==> config.mk <==
export PLATFORM = sky130hd
export DESIGN_NAME = game_control_fsm
export DESIGN_NICKNAME = d
export VERILOG_FILES = /design/src/rtl/game_control_fsm.sv
export SDC_FILE = /design/constraint.sdc
export NUM_CORES = 1
export LEC_CHECK = 0
export CORE_AREA = 2 2 121 99
export CTS_CLUSTER_DIAMETER = 30
export DETAILED_ROUTE_END_ITERATION = 16
export DIE_AREA = 0 0 123 101
export PLACE_DENSITY = 0.74
export REMOVE_ABC_BUFFERS = 1
export SLEW_MARGIN = 5
export SYNTH_ARGS = -nofsm -noshare
export SYNTH_HDL_FRONTEND = slang
export SYNTH_SLANG_ARGS = --single-unit
==> constraint.sdc <==
create_clock -name clk -period 10.91 [get_ports clk]
set_clock_uncertainty 0.2 [all_clocks]
set_input_delay 2.7275 -clock clk [delete_from_list [all_inputs] [get_ports clk]]
set_output_delay 2.7275 -clock clk [all_outputs]
set_load 0.03 [all_outputs]
==> src/rtl/game_control_fsm.sv <==
// Game flow controller: start/run/crash/game-over sequencing, collision and
// wrap scoring on each vertical-sync frame, lives and speed bookkeeping.
module game_control_fsm #(
  parameter logic [9:0] CAR_USER_Y   = 10'd400,
  parameter logic [9:0] CAR_HEIGHT   = 10'd60,
  parameter logic [5:0] CRASH_FRAMES = 6'd60
) (
  input  logic       clk,
  input  logic       rst,
  input  logic       sVS,
  input  logic       btn_start,
  input  logic [9:0] car_user_x,
  input  logic [9:0] car2_x,
  input  logic [9:0] car2_y,
  input  logic [9:0] car3_x,
  input  logic [9:0] car3_y,
  input  logic [5:0] CAR_WIDTH,
  output logic       END,
  output logic       internal_reset,
  output logic [9:0] score,
  output logic [1:0] lives,
  output logic [2:0] SPEED
);

  typedef enum logic [1:0] {IDLE, RUN, CRASH, OVER} state_t;

  state_t          state_reg;
  logic            sVS_q;
  logic            btn_start_q;
  logic            frame_tick;
  logic            start_tick;
  logic [1:0][9:0] enemy_x;
  logic [1:0][9:0] enemy_y;
  logic [1:0][9:0] prev_y_reg;
  logic [1:0]      hit_vec;
  logic [1:0]      wrap_vec;
  logic            hit;
  logic [1:0]      wrap_count;
  logic [10:0]     score_sum;
  logic [9:0]      score_next;
  logic [2:0]      speed_next;
  logic [5:0]      frame_cnt_reg;
  logic            end_reg;
  logic            internal_reset_reg;
  logic [9:0]      score_reg;
  logic [1:0]      lives_reg;
  logic [2:0]      speed_reg;
  logic [10:0]     user_x_w;
  logic [10:0]     user_y_w;
  logic [10:0]     width_w;
  logic [10:0]     height_w;

  // Index 0 is car 2, index 1 is car 3.
  assign enemy_x = {car3_x, car2_x};
  assign enemy_y = {car3_y, car2_y};

  assign frame_tick = sVS & ~sVS_q;
  assign start_tick = btn_start & ~btn_start_q;

  // Widened to 11 bits so x+width and y+height never wrap near the screen edge.
  assign user_x_w = {1'b0, car_user_x};
  assign user_y_w = {1'b0, CAR_USER_Y};
  assign width_w  = {5'b0, CAR_WIDTH};
  assign height_w = {1'b0, CAR_HEIGHT};

  generate
    for (genvar gi = 0; gi < 2; gi++) begin : g_car
      logic [10:0] car_x_w;
      logic [10:0] car_y_w;
      assign car_x_w = {1'b0, enemy_x[gi]};
      assign car_y_w = {1'b0, enemy_y[gi]};
      assign hit_vec[gi] = (user_x_w < car_x_w + width_w) &&
                           (car_x_w < user_x_w + width_w) &&
                           (user_y_w < car_y_w + height_w) &&
                           (car_y_w < user_y_w + height_w);
      assign wrap_vec[gi] = enemy_y[gi] < prev_y_reg[gi];
    end
  endgenerate

  assign hit        = |hit_vec;
  assign wrap_count = {1'b0, wrap_vec[0]} + {1'b0, wrap_vec[1]};
  assign score_sum  = {1'b0, score_reg} + {9'b0, wrap_count};
  assign score_next = (score_sum > 11'd999) ? 10'd999 : score_sum[9:0];
  // Below 96 the quotient score/16 is at most 5, so 1+score[6:4] never exceeds 6.
  assign speed_next = (score_reg >= 10'd96) ? 3'd7 : score_reg[6:4] + 3'd1;

  always_ff @(posedge clk) begin
    if (rst) begin
      state_reg          <= IDLE;
      end_reg            <= 1'b1;
      internal_reset_reg <= 1'b0;
      score_reg          <= 10'd0;
      lives_reg          <= 2'd3;
      speed_reg          <= 3'd1;
      frame_cnt_reg      <= 6'd0;
      prev_y_reg         <= '0;
      sVS_q              <= 1'b0;
      btn_start_q        <= 1'b0;
    end else begin
      sVS_q              <= sVS;
      btn_start_q        <= btn_start;
      internal_reset_reg <= 1'b0;
      speed_reg          <= speed_next;
      if (frame_tick) begin
        prev_y_reg <= enemy_y;
      end

      case (state_reg)
        IDLE, OVER: begin
          if (start_tick) begin
            state_reg          <= RUN;
            end_reg            <= 1'b0;
            lives_reg          <= 2'd3;
            score_reg          <= 10'd0;
            speed_reg          <= 3'd1;
            frame_cnt_reg      <= 6'd0;
            internal_reset_reg <= 1'b1;
            prev_y_reg         <= '0;
          end
        end
        RUN: begin
          if (frame_tick) begin
            if (hit) begin
              state_reg     <= CRASH;
              end_reg       <= 1'b1;
              lives_reg     <= (lives_reg != 2'd0) ? lives_reg - 2'd1 : 2'd0;
              frame_cnt_reg <= CRASH_FRAMES;
            end else begin
              score_reg <= score_next;
            end
          end
        end
        CRASH: begin
          // Zero is tested before counting so the hold can never underflow.
          if (frame_cnt_reg == 6'd0) begin
            if (lives_reg != 2'd0) begin
              state_reg          <= RUN;
              end_reg            <= 1'b0;
              internal_reset_reg <= 1'b1;
              prev_y_reg         <= '0;
            end else begin
              state_reg <= OVER;
              end_reg   <= 1'b1;
            end
          end else if (frame_tick) begin
            frame_cnt_reg <= frame_cnt_reg - 6'd1;
          end
        end
        default: begin
          state_reg <= IDLE;
          end_reg   <= 1'b1;
        end
      endcase
    end
  end

  assign END            = end_reg;
  assign internal_reset = internal_reset_reg;
  assign score          = score_reg;
  assign lives          = lives_reg;
  assign SPEED          = speed_reg;

endmodule

==> results.cfg <==
[outcome]
status = completed

[critical_path]
path_buf_inv = 1
critPathLaunchType = input port
r2r-end = score[4]
arrival_ns = 7.41
path_cells = clkdlybuf4s50_1 > ha_1 > fa_1 > a21oi_1 > o211ai_1 > a21oi_1 > nor2_1 > xnor2_1 > ha_1 > a21o_1 > a2111oi_0 > o21ai_0 > o311a_1 > a2111oi_4 > o311ai_4 > mux2_4
timing.rr.start = prev_y_reg[1]
r2r_slack_ns = 6.13
crit_required_ns = 10.89
ff2ff_path_depth = 20
critPathKind = in2reg
critical-path-max-stage-delay_ns = 0.70
path_delay_family = compound AO/OA/AOI/OAI gates
critPathSlowestCell = a2111oi_4
end_kind = register
worst-path-max-fanout = 8

[detailed_routing]
vias = 4859
viasPerCell = 5.798
firstDrtPassIters = 7
drt-wirelength-per-cell_um = 15.94
drt-initial-drc-count = 383
ant_nets = 0
drc = 0
wl_um = 13360

[synth]
async_reset_ff_frac = 0
syn_area_per_cell_um2 = 7.938
yosysMostFrequentCell = nand2_1
synth_top_family_by_area = compound AO/OA/AOI/OAI gates
ys_seq_elements = 47
syn_inst = 625
ys_types = 75
yosys.area_share.adder = 0.2103
yosysWarnings = 0
synth_edf_count = 0
synthMuxAreaShare = 0.02295
synth_flop_cell = dfxtp_1
netlist_top_cells_count = 83 x nand2_1, 77 x ha_1, 52 x a21oi_1
syn-cell-area_um2 = 4961
yosys.area_share.simple = 0.2073
yosys.area.top_type = ha_1
synthXorXnorAreaFrac = 0.04590
netlist_top_cells_area = ha_1 19%, dfxtp_1 19%, nand2_1 6.3%
synth_top_area_share = 0.1942
synth_seq_area_share = 0.1897
synth_compound_area_frac = 0.2752

[timing]
max_slew.worst_pin.slew_ns = 0.8980
finalWorstPathRequiredPeriod_ns = 7.422
drv_slew = 0
hold_viol = 0
max_freq_mhz = 134.7
fin_crit_sh = 0.6803
setup_viol = 0
slew_headroom = 0.3986
tns_ns = 0
rsz0062_at_grt = no

[clocking]
ctsHtreeMaxLevel = 2
cts.hold.buffers_added = 0
cts-root-buf = clkbuf_16
numCtsBuffers = 5
clock_latency_ns = 0.30
post_cts_resize_count = 0
cts.path.max_buffers = 2
path_clk_slew_ns = 0.06
cts_setup_buffers = 0
cts_tree = done
clock_sinks = 47

[pwr]
p_comb_frac = 0.460
max-vdd-ir-drop_mv = 0.06009
switchingPower_uw = 268.2
p_int_uw = 440.2
powerDensity_nw_per_um2 = 117.9
pwr-share-clk = 0.258
power.share.switching = 0.3786
p_leak_nw = 2.405
seq_power_share = 0.282

[place]
io_buffers = 76
dp_hpwl_um = 10530
gp_congestion = 0.8642

[floorplanning]
ios = 77
num_rows = 35
initial_core_util = 0.4391
core_area_um2 = 11300
die_w_um = 123
fp.dieH_um = 101
die_area_um2 = 12420

[run]
cap_viol_max_count = 0

[layout]
syn2layout_area_growth_pct = 21.08
finalNetCount = 830
drive_gt1_frac = 0.05217
largest_reg_flops = 20
final.fill_count = 1039
antenna-diode-count = 0
fin_util = 0.5317

[hold_path]
min_from = prev_y_reg[10]
hold_class = reg2reg
whs_path_depth = 2
hold_path_end = prev_y_reg[10]

[global_route]
gr-usage-all-layers = 0.2208
antenna_found_initial = 0
grt_max_degree = 22
first_global_vias = 4695
grt_overflow = 0
grt_pass1_wl_um = 22000
[layout by cell type (no fill, tap or decap), types with 9 or more instances in the layout]
cell / count
nand2_1: 83
ha_1: 77
clkdlybuf4s50_1: 76
a21oi_1: 52
dfxtp_1: 47
inv_1: 44
nor2_1: 41
a21o_1: 24
o21ai_0: 18
xnor2_1: 16
nand3_1: 15
nand2b_1: 13
nor2b_1: 13
and3_1: 11
nand4_1: 11
xor2_1: 10
o211ai_1: 10
a31oi_1: 9
[power groups by stage]
stage,logic (mW),clock network (mW),registers [mW]
final,0.326,0.183,0.200
after global routing,0.363,0.195,0.202
after CTS,0.323,0.186,0.200
after detailed placement,0.321,0,0.203
after global placement,0.309,0,0.203
after floorplan,0.211,0,0.211
[cell type report]
class	instances	area [µm²]	share of cell area
multi-input combinational	515	3781	0.6295
sequential	47	940.9	0.1566
timing repair buffer	76	760.7	0.1266
tap	148	185.2	0.03083
inverter	44	165.2	0.02749
clock buffer	6	138.9	0.02312
clock inverter	2	35.03	0.005832
[kinds of logic after synthesis]
logic type | count (synthesis)
AOI/OAI and AO/OA | 182
xor gates and xnor gates | 26
adders and majority gates | 81
buffers and inverters | 63
DFF | 47
muxes | 10
and+or+nand+nor | 216
[layer usage]
layer / vias to the layer above / routed length, µm / part of all wire / GRT usage
met3: 31 / 784 / 0.059 / 0.03394
met2: 179 / 6078 / 0.45 / 0.3617
li1: 2411 / - / - / -
met1: 2238 / 6240 / 0.47 / 0.2975
met4: 0 / 257 / 0.019 / 0.07080
met5: - / 0 / 0 / 0
[through the flow]
stage | power, mW | hold slack, ns | instance area (µm²) | worst slack [ns] | cells
after floorplan | 0.4220 | 0.2363 | 4885 | 4.333 | 606
after global placement | 0.5115 | 0.2420 | 5833 | 3.533 | 830
after CTS | 0.7086 | 0.2566 | 6007 | 3.626 | 838
after detailed placement | 0.5241 | 0.2480 | 5833 | 3.337 | 830
final | 0.7084 | 0.2562 | 6007 | 3.488 | 838
after global routing | 0.7600 | 0.2742 | 6007 | 3.155 | 838
[worst reg2reg max path: stages, from the launching register on]
cell and delay, ns:
dfxtp_1 0.34, inv_1 0.05, ha_1 0.27, a21o_1 0.16
a21o_1 0.18, a21o_1 0.17, a21o_1 0.17, a21o_1 0.17
a211oi_1 0.25, o31ai_1 0.14, fa_1 0.45, inv_1 0.08
ha_1 0.17, and3_1 0.28, xnor2_1 0.11, a221oi_1 0.32
o21ai_0 0.30, nand2_1 0.22, nor2_1 0.06, or4_1 0.43
o2bb2ai_1 0.15
[worst max-delay path by stage]
stage / cells past startpoint / from / endpoint
2_1_floorplan: 15 / car3_x[0] / frame_cnt_reg[3]
3_5_place_dp: 16 / CAR_WIDTH[0] / frame_cnt_reg[3]
3_3_place_gp: 16 / CAR_WIDTH[0] / frame_cnt_reg[4]
4_1_cts: 16 / CAR_WIDTH[0] / frame_cnt_reg[3]
5_1_grt: 15 / CAR_WIDTH[1] / lives[1]
6_report: 16 / CAR_WIDTH[0] / frame_cnt_reg[3]
Note: power is estimated with default switching activity, not from simulation.
